`config.mk`:
```
export PLATFORM = sky130hd
export DESIGN_NAME = hiscore_ram_arbiter_flat
export DESIGN_NICKNAME = d
export VERILOG_FILES = /design/src/rtl/hiscore_ram_arbiter_if.sv /design/src/rtl/hiscore_ram_arbiter.sv /design/src/flat_wrapper.sv
export SDC_FILE = /design/constraint.sdc
export NUM_CORES = 1
export LEC_CHECK = 0
export ABC_CLOCK_PERIOD_IN_PS = 1600
export CAP_MARGIN = 0
export CELL_PAD_IN_SITES_DETAIL_PLACEMENT = 1
export CELL_PAD_IN_SITES_GLOBAL_PLACEMENT = 1
export CORE_MARGIN = 2
export CORE_UTILIZATION = 30
export CTS_BUF_LIST = sky130_fd_sc_hd__clkbuf_8
export DETAILED_ROUTE_END_ITERATION = 10
export HOLD_SLACK_MARGIN = 0.05
export PLACE_DENSITY = 0.81
export SETUP_SLACK_MARGIN = 0.5
export SLEW_MARGIN = 20
export SYNTH_ARGS = -nofsm -noshare
export SYNTH_HDL_FRONTEND = slang
export SYNTH_SLANG_ARGS = --single-unit
```
`constraint.sdc`:
```
create_clock -name clk_sys -period 1.6 [get_ports clk_sys]
set_input_delay 0.32 -clock clk_sys [delete_from_list [all_inputs] [get_ports clk_sys]]
set_output_delay 0.32 -clock clk_sys [all_outputs]
set_load 0.05 [all_outputs]
```
`src/rtl/hiscore_ram_arbiter_if.sv`:
```
// Hiscore engine access port: request, address and write data toward the arbiter,
// completion strobe and read data back to the engine.
interface hiscore_ram_arbiter_if #(
   parameter int AW = 16
);
   logic          hs_req;
   logic [AW-1:0] hs_addr;
   logic          hs_we;
   logic [7:0]    hs_wdata;
   logic [7:0]    hs_rdata;
   logic          hs_ack;

   modport master (
      output hs_req, hs_addr, hs_we, hs_wdata,
      input  hs_rdata, hs_ack
   );

   modport slave (
      input  hs_req, hs_addr, hs_we, hs_wdata,
      output hs_rdata, hs_ack
   );
endinterface

```
`src/rtl/hiscore_ram_arbiter.sv`:
```
// Shares a single-port work RAM between the CPU and the hiscore engine by pausing
// the CPU around engine accesses.
//
//  state   | meaning
//  --------+------------------------------------------------------------------
//  IDLE    | CPU owns the RAM, waiting for an engine request
//  PREQ    | pause_req raised, waiting for cpu_paused (timeout -> hs_err)
//  ACCESS  | engine owns the RAM, address/data/we presented for one cycle
//  ACK     | hs_ack strobe, read data captured from ram_q
//  HOLD    | CPU kept paused for a few idle cycles in case another access follows
//  RELEASE | pause_req dropped, ownership back to the CPU
module hiscore_ram_arbiter #(
   parameter int AW       = 16,
   parameter int HOLD_CYC = 8,
   parameter int TMO_CYC  = 1024
) (
   input  logic                 clk_sys,
   input  logic                 reset_n,
   input  logic [AW-1:0]        cpu_addr,
   input  logic [7:0]           cpu_wdata,
   input  logic                 cpu_we,
   output logic [7:0]           cpu_rdata,
   hiscore_ram_arbiter_if.slave hs,
   output logic                 pause_req,
   input  logic                 cpu_paused,
   output logic [AW-1:0]        ram_addr,
   output logic [7:0]           ram_wdata,
   output logic                 ram_we,
   input  logic [7:0]           ram_q,
   output logic                 hs_err
);

   localparam int TW = $clog2(TMO_CYC) + 1;
   localparam int HW = $clog2(HOLD_CYC) + 1;
   localparam logic [TW-1:0] TMO_LAST  = TW'(TMO_CYC - 1);
   localparam logic [HW-1:0] HOLD_LAST = HW'(HOLD_CYC - 1);

   typedef enum logic [2:0] {
      IDLE,
      PREQ,
      ACCESS,
      ACK,
      HOLD,
      RELEASE
   } state_t;

   state_t        state;
   logic          owner_hs;
   logic [TW-1:0] wait_cnt;
   logic [HW-1:0] hold_cnt;
   logic [1:0]    rst_sync;
   logic          rst_int_n;

   // Assertion is immediate; release reaches the FSM only after two clock edges.
   always_ff @(posedge clk_sys or negedge reset_n) begin
      if (!reset_n) begin
         rst_sync <= 2'b00;
      end else begin
         rst_sync <= {rst_sync[0], 1'b1};
      end
   end

   assign rst_int_n = rst_sync[1];

   always_ff @(posedge clk_sys or negedge rst_int_n) begin
      if (!rst_int_n) begin
         state       <= IDLE;
         owner_hs    <= 1'b0;
         pause_req   <= 1'b0;
         hs.hs_ack   <= 1'b0;
         hs.hs_rdata <= 8'h00;
         hs_err      <= 1'b0;
         wait_cnt    <= '0;
         hold_cnt    <= '0;
      end else begin
         hs.hs_ack <= 1'b0;
         case (state)
            IDLE: begin
               if (hs.hs_req) begin
                  state     <= PREQ;
                  pause_req <= 1'b1;
                  wait_cnt  <= '0;
               end
            end
            PREQ: begin
               if (cpu_paused) begin
                  state    <= ACCESS;
                  owner_hs <= 1'b1;
               end else if (!hs.hs_req) begin
                  state     <= RELEASE;
                  pause_req <= 1'b0;
               end else if (wait_cnt == TMO_LAST) begin
                  state     <= RELEASE;
                  pause_req <= 1'b0;
                  hs_err    <= 1'b1;
               end else begin
                  wait_cnt <= wait_cnt + 1'b1;
               end
            end
            ACCESS: begin
               state     <= ACK;
               hs.hs_ack <= 1'b1;
            end
            ACK: begin
               hs.hs_rdata <= ram_q;
               if (hs.hs_req && cpu_paused) begin
                  state <= ACCESS;
               end else if (hs.hs_req) begin
                  // CPU slipped out of pause: re-handshake before touching the RAM again
                  state    <= PREQ;
                  owner_hs <= 1'b0;
                  wait_cnt <= '0;
               end else begin
                  state    <= HOLD;
                  hold_cnt <= '0;
               end
            end
            HOLD: begin
               if (hs.hs_req && cpu_paused) begin
                  state <= ACCESS;
               end else if (hs.hs_req) begin
                  state    <= PREQ;
                  owner_hs <= 1'b0;
                  wait_cnt <= '0;
               end else if (hold_cnt == HOLD_LAST) begin
                  state     <= RELEASE;
                  owner_hs  <= 1'b0;
                  pause_req <= 1'b0;
               end else begin
                  hold_cnt <= hold_cnt + 1'b1;
               end
            end
            RELEASE: begin
               state    <= IDLE;
               owner_hs <= 1'b0;
            end
            default: begin
               state     <= IDLE;
               owner_hs  <= 1'b0;
               pause_req <= 1'b0;
            end
         endcase
      end
   end

   // While the engine owns the RAM the CPU write strobe is dropped entirely.
   assign ram_addr  = owner_hs ? hs.hs_addr  : cpu_addr;
   assign ram_wdata = owner_hs ? hs.hs_wdata : cpu_wdata;
   assign ram_we    = owner_hs ? ((state == ACCESS) && hs.hs_we) : cpu_we;
   assign cpu_rdata = ram_q;

endmodule

```
`src/flat_wrapper.sv`:
```
// flat-port wrapper written by rule: the top's interface ports become plain ports
module hiscore_ram_arbiter_flat 
#(
   parameter int AW       = 16,
   parameter int HOLD_CYC = 8,
   parameter int TMO_CYC  = 1024
)
  (clk_sys, reset_n, cpu_addr, cpu_wdata, cpu_we, cpu_rdata, pause_req, cpu_paused, ram_addr, ram_wdata, ram_we, ram_q, hs_err, hs_hs_req, hs_hs_addr, hs_hs_we, hs_hs_wdata, hs_hs_rdata, hs_hs_ack);
  hiscore_ram_arbiter_if #(.AW(AW)) hs_i ();
  input  logic clk_sys;
  input  logic reset_n;
  input  logic [AW-1:0] cpu_addr;
  input  logic [7:0] cpu_wdata;
  input  logic cpu_we;
  output logic [7:0] cpu_rdata;
  output logic pause_req;
  input  logic cpu_paused;
  output logic [AW-1:0] ram_addr;
  output logic [7:0] ram_wdata;
  output logic ram_we;
  input  logic [7:0] ram_q;
  output logic hs_err;
  input wire logic [$bits(hs_i.hs_req)-1:0] hs_hs_req;
  input wire logic [$bits(hs_i.hs_addr)-1:0] hs_hs_addr;
  input wire logic [$bits(hs_i.hs_we)-1:0] hs_hs_we;
  input wire logic [$bits(hs_i.hs_wdata)-1:0] hs_hs_wdata;
  output wire logic [$bits(hs_i.hs_rdata)-1:0] hs_hs_rdata;
  output wire logic [$bits(hs_i.hs_ack)-1:0] hs_hs_ack;
  assign hs_i.hs_req = hs_hs_req;
  assign hs_i.hs_addr = hs_hs_addr;
  assign hs_i.hs_we = hs_hs_we;
  assign hs_i.hs_wdata = hs_hs_wdata;
  assign hs_hs_rdata = hs_i.hs_rdata;
  assign hs_hs_ack = hs_i.hs_ack;
  hiscore_ram_arbiter #(.AW(AW), .HOLD_CYC(HOLD_CYC), .TMO_CYC(TMO_CYC)) u_core (.clk_sys(clk_sys), .reset_n(reset_n), .cpu_addr(cpu_addr), .cpu_wdata(cpu_wdata), .cpu_we(cpu_we), .cpu_rdata(cpu_rdata), .hs(hs_i), .pause_req(pause_req), .cpu_paused(cpu_paused), .ram_addr(ram_addr), .ram_wdata(ram_wdata), .ram_we(ram_we), .ram_q(ram_q), .hs_err(hs_err));
endmodule
```
==> metrics.csv <==
metric,value,unit
cp-start-kind,register,
r2r_slack,-0.17,ns
hold_ws,0.175,ns
ys_seq_area_share,38.3,%
status,"complete, but fails checks",
routed_via_density,5.41,
diodes,0,
min_period,1.78,ns
syn_area,0.00209,mm^2
fin_nets,433,
fillerInstances,627,
first_global_vias,2668,
hold_violations,0,
port_buffers,105,
pin_count,106,
synth.most_common_cell,mux2_2,
die_w,87.4,um
antenna_found_initial,0,
yosys.area.top_type_share,38.3,%
coreArea,0.00676,mm^2
worstPathCellList,"buf_12, mux2_4, buf_12",
path_clk_slew,0.07,ns
cts_root_buf,clkbuf_8,
num_rows,30,
p_total,7830,uW
worst_clock_skew,0.00795,ns
final_area,0.00474,mm^2
powerDensity,1650,mW/mm^2
netlist_top_cells_count,"34 x mux2_2, 32 x dfrtp_1, 10 x nand2_1, 9 x nand3_1",
wl_per_cell,25.6,um
drtIter0Drc,98,
setup_viol,38,
rr_startpoint,u_core.state[2],
cp_data_required_time,1.28,ns
slowest_stage,dfrtp_2,
synth_cell_types,56,
yosys_most_used_dff,dfrtp_1,
numCtsBuffers,5,
cts_num_sinks,32,
failed_checks,negative setup slack,
clock_path_buffers,2,
synthesis.nets,260,
ys_warn_count,0,
path_delay_family,flip-flops,
max_stage_delay,0.46,ns
ant_nets,0,
synth_area_leader_cell,dfrtp_1,
dr_total_vias,2435,
die_area,0.00764,mm^2
period_share,111,%
critical_path_buf_inv_count,2,
drive_above_1_share,58.4,%
crit_fanout,13,
clk_latency,0.30,ns
critPathArrivalTime,1.46,ns
grt_usage,26.6,%
synth_edf_count,0,
syn_to_final_growth,127,%
syn_inst,196,
grt_start_max_net_pins,23,
cpMostUsedCell,buf_12,
setup.worst_path.start,u_core.owner_hs,
hpwl,6170,um
rsz0062_at_grt,true,
ir_drop,1.09,mV
overflow,0,
cts_tree,yes,
drc,0,
gp_congestion,0.783,
postRouteWirelength,11500,um
end_kind,primary output,
fmax,561,MHz
drt_pass1_iterations,4,
fp.dieH,87.4,um
maxCapViolations,0,
setup_slack,-0.184,ns
leakage,0.00218,uW
place_ws,-0.399,ns
ys_ff_latch,32,
post_dp_cell_area,0.00391,mm^2
synthArstFlopShare,100,%
htree_levels,2,
critical_path_class,register to primary output,
avgSynthCellArea,10.7,um^2
finalMaxSlewViolations,0,
synth_area_leaders,"dfrtp_1 38%, mux2_2 18%, buf_4 2.9%",
start_util,30.9,%
min_path_type,primary input to async pin,
grt_pass1_wl,15100,um
tns,-5.12,ns
[area by class of cell]
| type | instances | area, um^2 | share of cell area (%) |
|---|---|---|---|
| Clock inverter | 1 | 30.0 | 0.634 |
| Sequential cell | 32 | 806 | 17.0 |
| Tap cell | 80 | 100 | 2.11 |
| Timing Repair Buffer | 186 | 2160 | 45.5 |
| Clock buffer | 7 | 96.3 | 2.03 |
| Multi-Input combinational cell | 137 | 1520 | 32.2 |
| Inverter | 7 | 26.3 | 0.555 |
[power breakdown]
group / switching, uW / internal (uW) / leakage (uW)
sequential: 304 / 1070 / 0.000406
clock: 342 / 550 / 0.0000645
combinational: 2730 / 2830 / 0.00171
[cells in the final DEF, fill, tap and decap left out, types with 4 or more instances in the layout]
cell	netlist	routed
clkbuf_8	0	7
dfrtp_2	0	4
dfrtp_1	32	28
nand2_1	10	9
buf_4	8	53
inv_1	7	7
mux2_4	1	36
clkdlybuf4s50_1	0	51
buf_12	0	37
o21ai_2	1	5
buf_6	3	32
nor2_1	6	5
dlygate4sd2_1	0	9
nand3_1	9	6
[sequential cells by signal (all words and copies together), names as in the netlist]
| register | cells |
|---|---|
| u_core.hs.hs_ack | 1 |
| u_core.state | 3 |
| u_core.hs.hs_rdata | 8 |
| u_core.hold_cnt | 4 |
| u_core.pause_req | 1 |
| u_core.owner_hs | 1 |
| u_core.hs_err | 1 |
| u_core.rst_sync | 2 |
| u_core.wait_cnt | 11 |
[logic make-up (layout without fill, tap and decap cells)]
| group | after synthesis | in the layout | synth area share (%) |
|---|---|---|---|
| flops | 32 | 32 | 38.3 |
| fa+ha+maj | 2 | 2 | 1.20 |
| xor+xnor | 1 | 1 | 0.419 |
| compound gates | 42 | 42 | 16.3 |
| simple gates | 55 | 55 | 16.2 |
| other cells | 1 | 1 | 0.180 |
| mux | 36 | 36 | 19.6 |
| buf+inv | 27 | 201 | 7.73 |
[path summary, 6_finish.rpt]
check | to | cells past startpoint
min in group clk_sys | u_core.rst_sync[1] | 0
hold reg to reg | u_core.hs.hs_rdata[7] | 0
max in group asynchronous | u_core.owner_hs | 1
setup reg to reg | u_core.wait_cnt[4] | 5
hold / removal | u_core.rst_sync[1] | 1
setup / recovery | ram_wdata[1] | 3
[layer usage]
metal	wire, um	vias up	track usage (%)
met4	472	0	9.37
li1	-	1077	-
met5	0	-	0
met3	877	31	6.54
met2	5980	126	50.3
met1	4210	1201	28.2
[per-stage QoR]
stage	cells	util [%]
2_1_floorplan	196	-
3_3_place_gp	406	57.8
3_5_place_dp	406	57.8
5_1_grt	450	70.1
4_1_cts	433	65.4
6_report	450	70.1
[repair_timing]
| action | in CTS | in global routing |
|---|---|---|
| setup endpoints to repair | 73 | 65 |
| resized for setup | 75 | 37 |
| hold buffers | 0 | 0 |
| endpoints found under the hold margin | 0 | 0 |
| pin swaps | 16 | 25 |
| buffers inserted | 18 | 17 |
| cloned | 1 | 0 |
Note: power is estimated with default switching activity, not from simulation.
